$ cat config.mk
export PLATFORM = sky130hd
export DESIGN_NAME = bus_addr_decoder
export DESIGN_NICKNAME = d
export VERILOG_FILES = /design/src/rtl/bus_pkg.sv /design/src/rtl/bus_rdata_mux.sv /design/src/rtl/bus_addr_decoder.sv
export SDC_FILE = /design/constraint.sdc
export NUM_CORES = 1
export LEC_CHECK = 0
export ABC_AREA = 1
export CORE_MARGIN = 8
export CORE_UTILIZATION = 30
export CTS_CLUSTER_DIAMETER = 50
export DETAILED_ROUTE_END_ITERATION = 10
export GPL_TIMING_DRIVEN = 0
export PLACE_DENSITY_LB_ADDON = 0.15
export SYNTH_ARGS = -nofsm -noshare
export SYNTH_HDL_FRONTEND = slang
export SYNTH_HIERARCHICAL = 1
export SYNTH_SLANG_ARGS = --single-unit
$ cat constraint.sdc
create_clock -name clk -period 0.85 [get_ports clk]
set_input_delay 0.085 -clock clk [delete_from_list [all_inputs] [get_ports clk]]
set_output_delay 0.085 -clock clk [all_outputs]
set_load 0.01 [all_outputs]
$ cat src/rtl/bus_pkg.sv
// Shared constants and helpers for the bus address decoder slice.
// Default windows match the memory and factorial-core map.
package bus_pkg;

  localparam int BUS_ADDR_W = 16;
  localparam int BUS_DATA_W = 32;
  localparam int MAX_S      = 8;

  localparam logic [15:0] MEM_BASE = 16'h0000;
  localparam logic [15:0] MEM_LAST = 16'h07FF;
  localparam logic [15:0] FAC_BASE = 16'h7000;
  localparam logic [15:0] FAC_LAST = 16'h71FF;

  // Keep only the lowest set bit: lowest slave index wins on overlap
  function automatic logic [MAX_S-1:0] onehot_first(
    input logic [MAX_S-1:0] v
  );
    return v & (~v + MAX_S'(1));
  endfunction

endpackage

$ cat src/rtl/bus_rdata_mux.sv
// One-hot read-data mux over NUM_S packed slave slots.
// Output is all zeros when no slot is selected.
module bus_rdata_mux
  import bus_pkg::*;
#(
  parameter int NUM_S  = 2,
  parameter int DATA_W = BUS_DATA_W
) (
  input  logic [NUM_S-1:0]        sel_i,
  input  logic [NUM_S*DATA_W-1:0] data_i,
  output logic [DATA_W-1:0]       data_o
);

  always_comb begin
    data_o = '0;
    for (int i = 0; i < NUM_S; i++) begin
      if (sel_i[i]) begin
        data_o = data_o | data_i[i*DATA_W +: DATA_W];
      end
    end
  end

endmodule

$ cat src/rtl/bus_addr_decoder.sv
// Parametrised bus address decoder with registered data phase.
// Optional saturating error counter: BUS_DECODER_ERR_CNT_EN.
module bus_addr_decoder
  import bus_pkg::*;
#(
  parameter int ADDR_W = BUS_ADDR_W,
  parameter int DATA_W = BUS_DATA_W,
  parameter int NUM_S  = 2,
  parameter logic [NUM_S*ADDR_W-1:0] S_BASE = {FAC_BASE, MEM_BASE},
  parameter logic [NUM_S*ADDR_W-1:0] S_LAST = {FAC_LAST, MEM_LAST}
) (
  input  logic                    clk,
  input  logic                    reset_n,
  input  logic                    m_req,
  input  logic [ADDR_W-1:0]       m_addr,
  output logic [NUM_S-1:0]        s_sel,
  input  logic [NUM_S*DATA_W-1:0] s_rdata,
  output logic [DATA_W-1:0]       m_rdata,
  output logic                    m_rvalid,
  output logic                    m_err,
  output logic                    err_valid,
  output logic [ADDR_W-1:0]       err_addr,
  input  logic                    err_clr
`ifdef BUS_DECODER_ERR_CNT_EN
  ,
  output logic [15:0]             err_cnt
`endif
);

  logic [MAX_S-1:0]  hit;
  logic [MAX_S-1:0]  sel_first;
  logic              any_hit;
  logic              unused_sel;

  logic [NUM_S-1:0]  dp_sel_q, dp_sel_d;
  logic              dp_err_q, dp_err_d;
  logic [ADDR_W-1:0] dp_addr_q, dp_addr_d;
  logic              err_valid_q, err_valid_d;
  logic [ADDR_W-1:0] err_addr_q, err_addr_d;

  // Inclusive window compare; inverted windows simply never hit
  always_comb begin
    hit = '0;
    for (int i = 0; i < NUM_S; i++) begin
      hit[i] = m_req
        && (m_addr >= S_BASE[i*ADDR_W +: ADDR_W])
        && (m_addr <= S_LAST[i*ADDR_W +: ADDR_W]);
    end
  end

  assign sel_first  = onehot_first(hit);
  assign any_hit    = |hit;
  assign unused_sel = ^sel_first;
  assign s_sel      = reset_n ? sel_first[NUM_S-1:0] : '0;

  assign dp_sel_d  = s_sel;
  assign dp_err_d  = m_req & ~any_hit;
  assign dp_addr_d = m_addr;

  // Clear beats capture; only the first error is held
  always_comb begin
    err_valid_d = err_valid_q;
    err_addr_d  = err_addr_q;
    if (err_clr) begin
      err_valid_d = 1'b0;
      err_addr_d  = '0;
    end else if (dp_err_q && !err_valid_q) begin
      err_valid_d = 1'b1;
      err_addr_d  = dp_addr_q;
    end
  end

  always_ff @(posedge clk) begin
    if (!reset_n) begin
      dp_sel_q    <= '0;
      dp_err_q    <= 1'b0;
      dp_addr_q   <= '0;
      err_valid_q <= 1'b0;
      err_addr_q  <= '0;
    end else begin
      dp_sel_q    <= dp_sel_d;
      dp_err_q    <= dp_err_d;
      dp_addr_q   <= dp_addr_d;
      err_valid_q <= err_valid_d;
      err_addr_q  <= err_addr_d;
    end
  end

  bus_rdata_mux #(
    .NUM_S  (NUM_S),
    .DATA_W (DATA_W)
  ) u_rdata_mux (
    .sel_i  (dp_sel_q),
    .data_i (s_rdata),
    .data_o (m_rdata)
  );

  assign m_rvalid  = |dp_sel_q;
  assign m_err     = dp_err_q;
  assign err_valid = err_valid_q;
  assign err_addr  = err_addr_q;

`ifdef BUS_DECODER_ERR_CNT_EN
  logic [15:0] err_cnt_q, err_cnt_d;

  always_comb begin
    err_cnt_d = err_cnt_q;
    if (err_clr) begin
      err_cnt_d = '0;
    end else if (dp_err_q && (err_cnt_q != 16'hFFFF)) begin
      err_cnt_d = err_cnt_q + 16'd1;
    end
  end

  always_ff @(posedge clk) begin
    if (!reset_n) begin
      err_cnt_q <= '0;
    end else begin
      err_cnt_q <= err_cnt_d;
    end
  end

  assign err_cnt = err_cnt_q;
`endif

endmodule

==> impl_metrics.csv <==
group,metric,value,unit
critical_path,cp.required,0.76,ns
sta,maxSlewHeadroom,0.864,
route,route.detailed.drc,0,
yosys,synth_area_leaders,"dfxtp_1 (41%), nand2_1 (26%), nor2_1 (6.4%)",
yosys,yosysTopAreaCell,"dfxtp_1",
die,die_h,92.6,um
sta,max_freq,0.795,GHz
pwr,clock_power_share,0.310,
critical_path,startpoint_type,"flip-flop",
clocking,cts-buffers-inserted,5,
die,io_pins,137,
pwr,internal-power,3.00,mW
critical_path,crit_arrival,1.17,ns
critical_path,crit_path_max_fanout,6,
clocking,clock_sinks,36,
placed_design,placed_cell_area,3240,um^2
global_routing,grt_max_degree,12,
placed_design,dp.cells,468,
clocking,cts_max_level,2,
final_layout,post-route-util,0.674,
final_layout,layout.cells.non_filler,506,
pwr,pwr-share-comb,0.241,
yosys,synth_area_per_cell,6.81,um^2
pwr,p_leak,1.93,nW
run_status,violations,"negative setup slack",
sta,setup_viol,52,
min_path,worstHoldPathCells,3,
route,drtIter0Drc,40,
global_routing,grt_overflow_total,0,
pwr,p_total,3.99,mW
clocking,max-clock-path-buffers,2,
clocking,clock_latency,0.28,ns
yosys,synth.top_cell.area_share,0.410,
min_path,min_path_type,"in2reg",
pwr,switching_share,0.247,
die,die_x,92.6,um
yosys,synth_area,1760,um^2
critical_path,crit_type,"reg2out",
route,routed_wl,7.52,mm
yosys,yosysWarnings,6,
global_routing,grt_pass1_wl,11.6,mm
final_layout,diodes,0,
yosys,syn_nets,342,
route,vias_per_cell,4.41,
global_routing,antenna_found_initial,0,
clocking,root_buffer,"clkbuf_8",
yosys,synthDistinctLibCells,19,
yosys,yosys_register_bits,36,
die,start_util,0.304,
sta,worst_slack,-0.407,ns
final_layout,area_growth,122,%
pwr,irDropWorstVdd,1150,uV
sta,min_period,1.26,ns
flow_run,cap_violations,0,
sta,skew,0.00336,ns
global_routing,grt_usage,0.170,
pwr,power_frac_seq,0.450,
route,vias,2233,
pwr,power_switching,985,uW
clocking,clkTransAtPathRegs,0.07,ns
clocking,cts_tree,"yes",
yosys,synth_cells,258,
sta,post-route-period-util,1.48,
die,rows,28,
critical_path,path_cells,"buf_6 > buf_6 > nand2_1 > nand2_1 > buf_2",
die,coreArea,5780,um^2
sta,hold_viol_final,0,
placed_design,place_congestion,0.775,
run_status,status,"complete, but fails checks",
sta,worst_pin_slew,0.203,ns
pwr,power.density,1020,nW/um^2
critical_path,cp_slowest_cell,"dfxtp_4",
yosys,ys_seq_area_frac,0.410,
route,antenna_left,0,
sta,rsz0062_at_grt,"true",
route,drt-pass1-iter-count,4,
route,wire_per_inst,14.9,um
critical_path,critPathCaptureType,"output port",
placed_design,place_hpwl,5.15,mm
final_layout,final_cell_area,3900,um^2
sta,slew_violations,0,
global_routing,grt_pass1_vias,2204,
critical_path,cpPeakStageDelay,0.42,ns
placed_design,numPortBuffers,135,
critical_path,worstRegToRegCells,6,
final_layout,drive_gt1_frac,0.548,
final_layout,nets,514,
die,dieArea,8570,um^2
[critical path: cells and delay by family, from the launching register on]
family        cells  cell delay, ns
flops             1            0.42
buf+inv           3            0.37
simple gates      2            0.10
[layout by cell type (no fill, tap or decap), drive strengths merged]
master | netlist | layout
nand2 | 123 | 123
buf | 11 | 100
clkdlybuf4s50 | 0 | 74
nor2 | 41 | 41
dfxtp | 36 | 36
inv | 25 | 25
o21ai | 14 | 14
clkbuf | 0 | 8
a21oi | 3 | 3
nand3 | 3 | 3
or2 | 1 | 1
nand3b | 1 | 1
clkinvlp | 0 | 1
dlygate4sd3 | 0 | 1
[routing by layer]
layer	wire length (um)	vias up	global-route usage
met5	0	-	0
met2	4150	76	0.313
met4	71	0	0.0362
met3	341	8	0.0421
met1	2960	1040	0.191
li1	-	1109	-
[synthesized netlist by cell type]
master    instances
inv_1            22
a21oi_1           3
nor2_1           30
or2_2             1
o21ai_2          10
dfxtp_1          36
buf_2             1
nand3_1           3
nand2_4           1
nand3b_1          1
buf_6             8
nand2_1         122
o21ai_1           4
inv_4             2
buf_12            1
nor2_8            1
nor2_2           10
buf_4             1
inv_2             1
[logic make-up after synthesis]
logic type,share of synthesized area
simple gates,0.394
flops,0.410
buf+inv,0.126
compound gates,0.0697
[final timing paths]
| check | to | slack, ns | from |
|---|---|---|---|
| setup reg to reg | err_addr[3] | -0.12 | err_valid |
| setup / recovery | m_rdata[2] | -0.41 | dp_sel_q[1] |
| hold reg to reg | err_addr[15] | 0.45 | dp_addr_q[15] |
| hold / removal | dp_addr_q[14] | 0.04 | m_addr[14] |
[power groups by stage]
stage	clock, mW	sequential [mW]	combinational [mW]
6_report	1.23	1.79	0.959
5_1_grt	1.39	1.80	1.03
4_1_cts	1.28	1.80	0.852
3_5_place_dp	0	1.83	0.747
3_3_place_gp	0	1.83	0.738
2_1_floorplan	0	1.84	0.234
[sequential cells by signal, indices dropped and copies added (netlist names)]
name / count
dp_sel_q: 2
m_err: 1
err_addr: 16
dp_addr_q: 16
err_valid: 1
[through the flow]
stage                     setup TNS, ns  hold WS [ns]  worst slack (ns)
final                            -13.18        0.0357            -0.407
after global placement           -24.91         0.345            -0.809
after CTS                        -12.16       0.00556            -0.408
after floorplan                   -1.05         0.178           -0.0964
after detailed placement         -25.75         0.350            -0.846
after global routing             -15.97        0.0339            -0.475
[final cells by class]
class                   count  area [um^2]
fillers                   496         1880
inverters                  25          106
repair buffers            165         1560
clock inverters             1         7.51
clock buffers               7         86.3
flip-flops and latches     36          761
plain buffers              11          143
multi-input cells         186         1140
well taps                  75         93.8
[repair_timing]
action / CTS / global route
setup buffers: 9 / 14
cloned: 8 / 0
resized for setup: 347 / 83
hold endpoints to repair: 0 / 1
hold buffers: 0 / 1
setup endpoints to repair: 70 / 70
pin swaps: 35 / 32
Power figures use the tool's default switching activity.
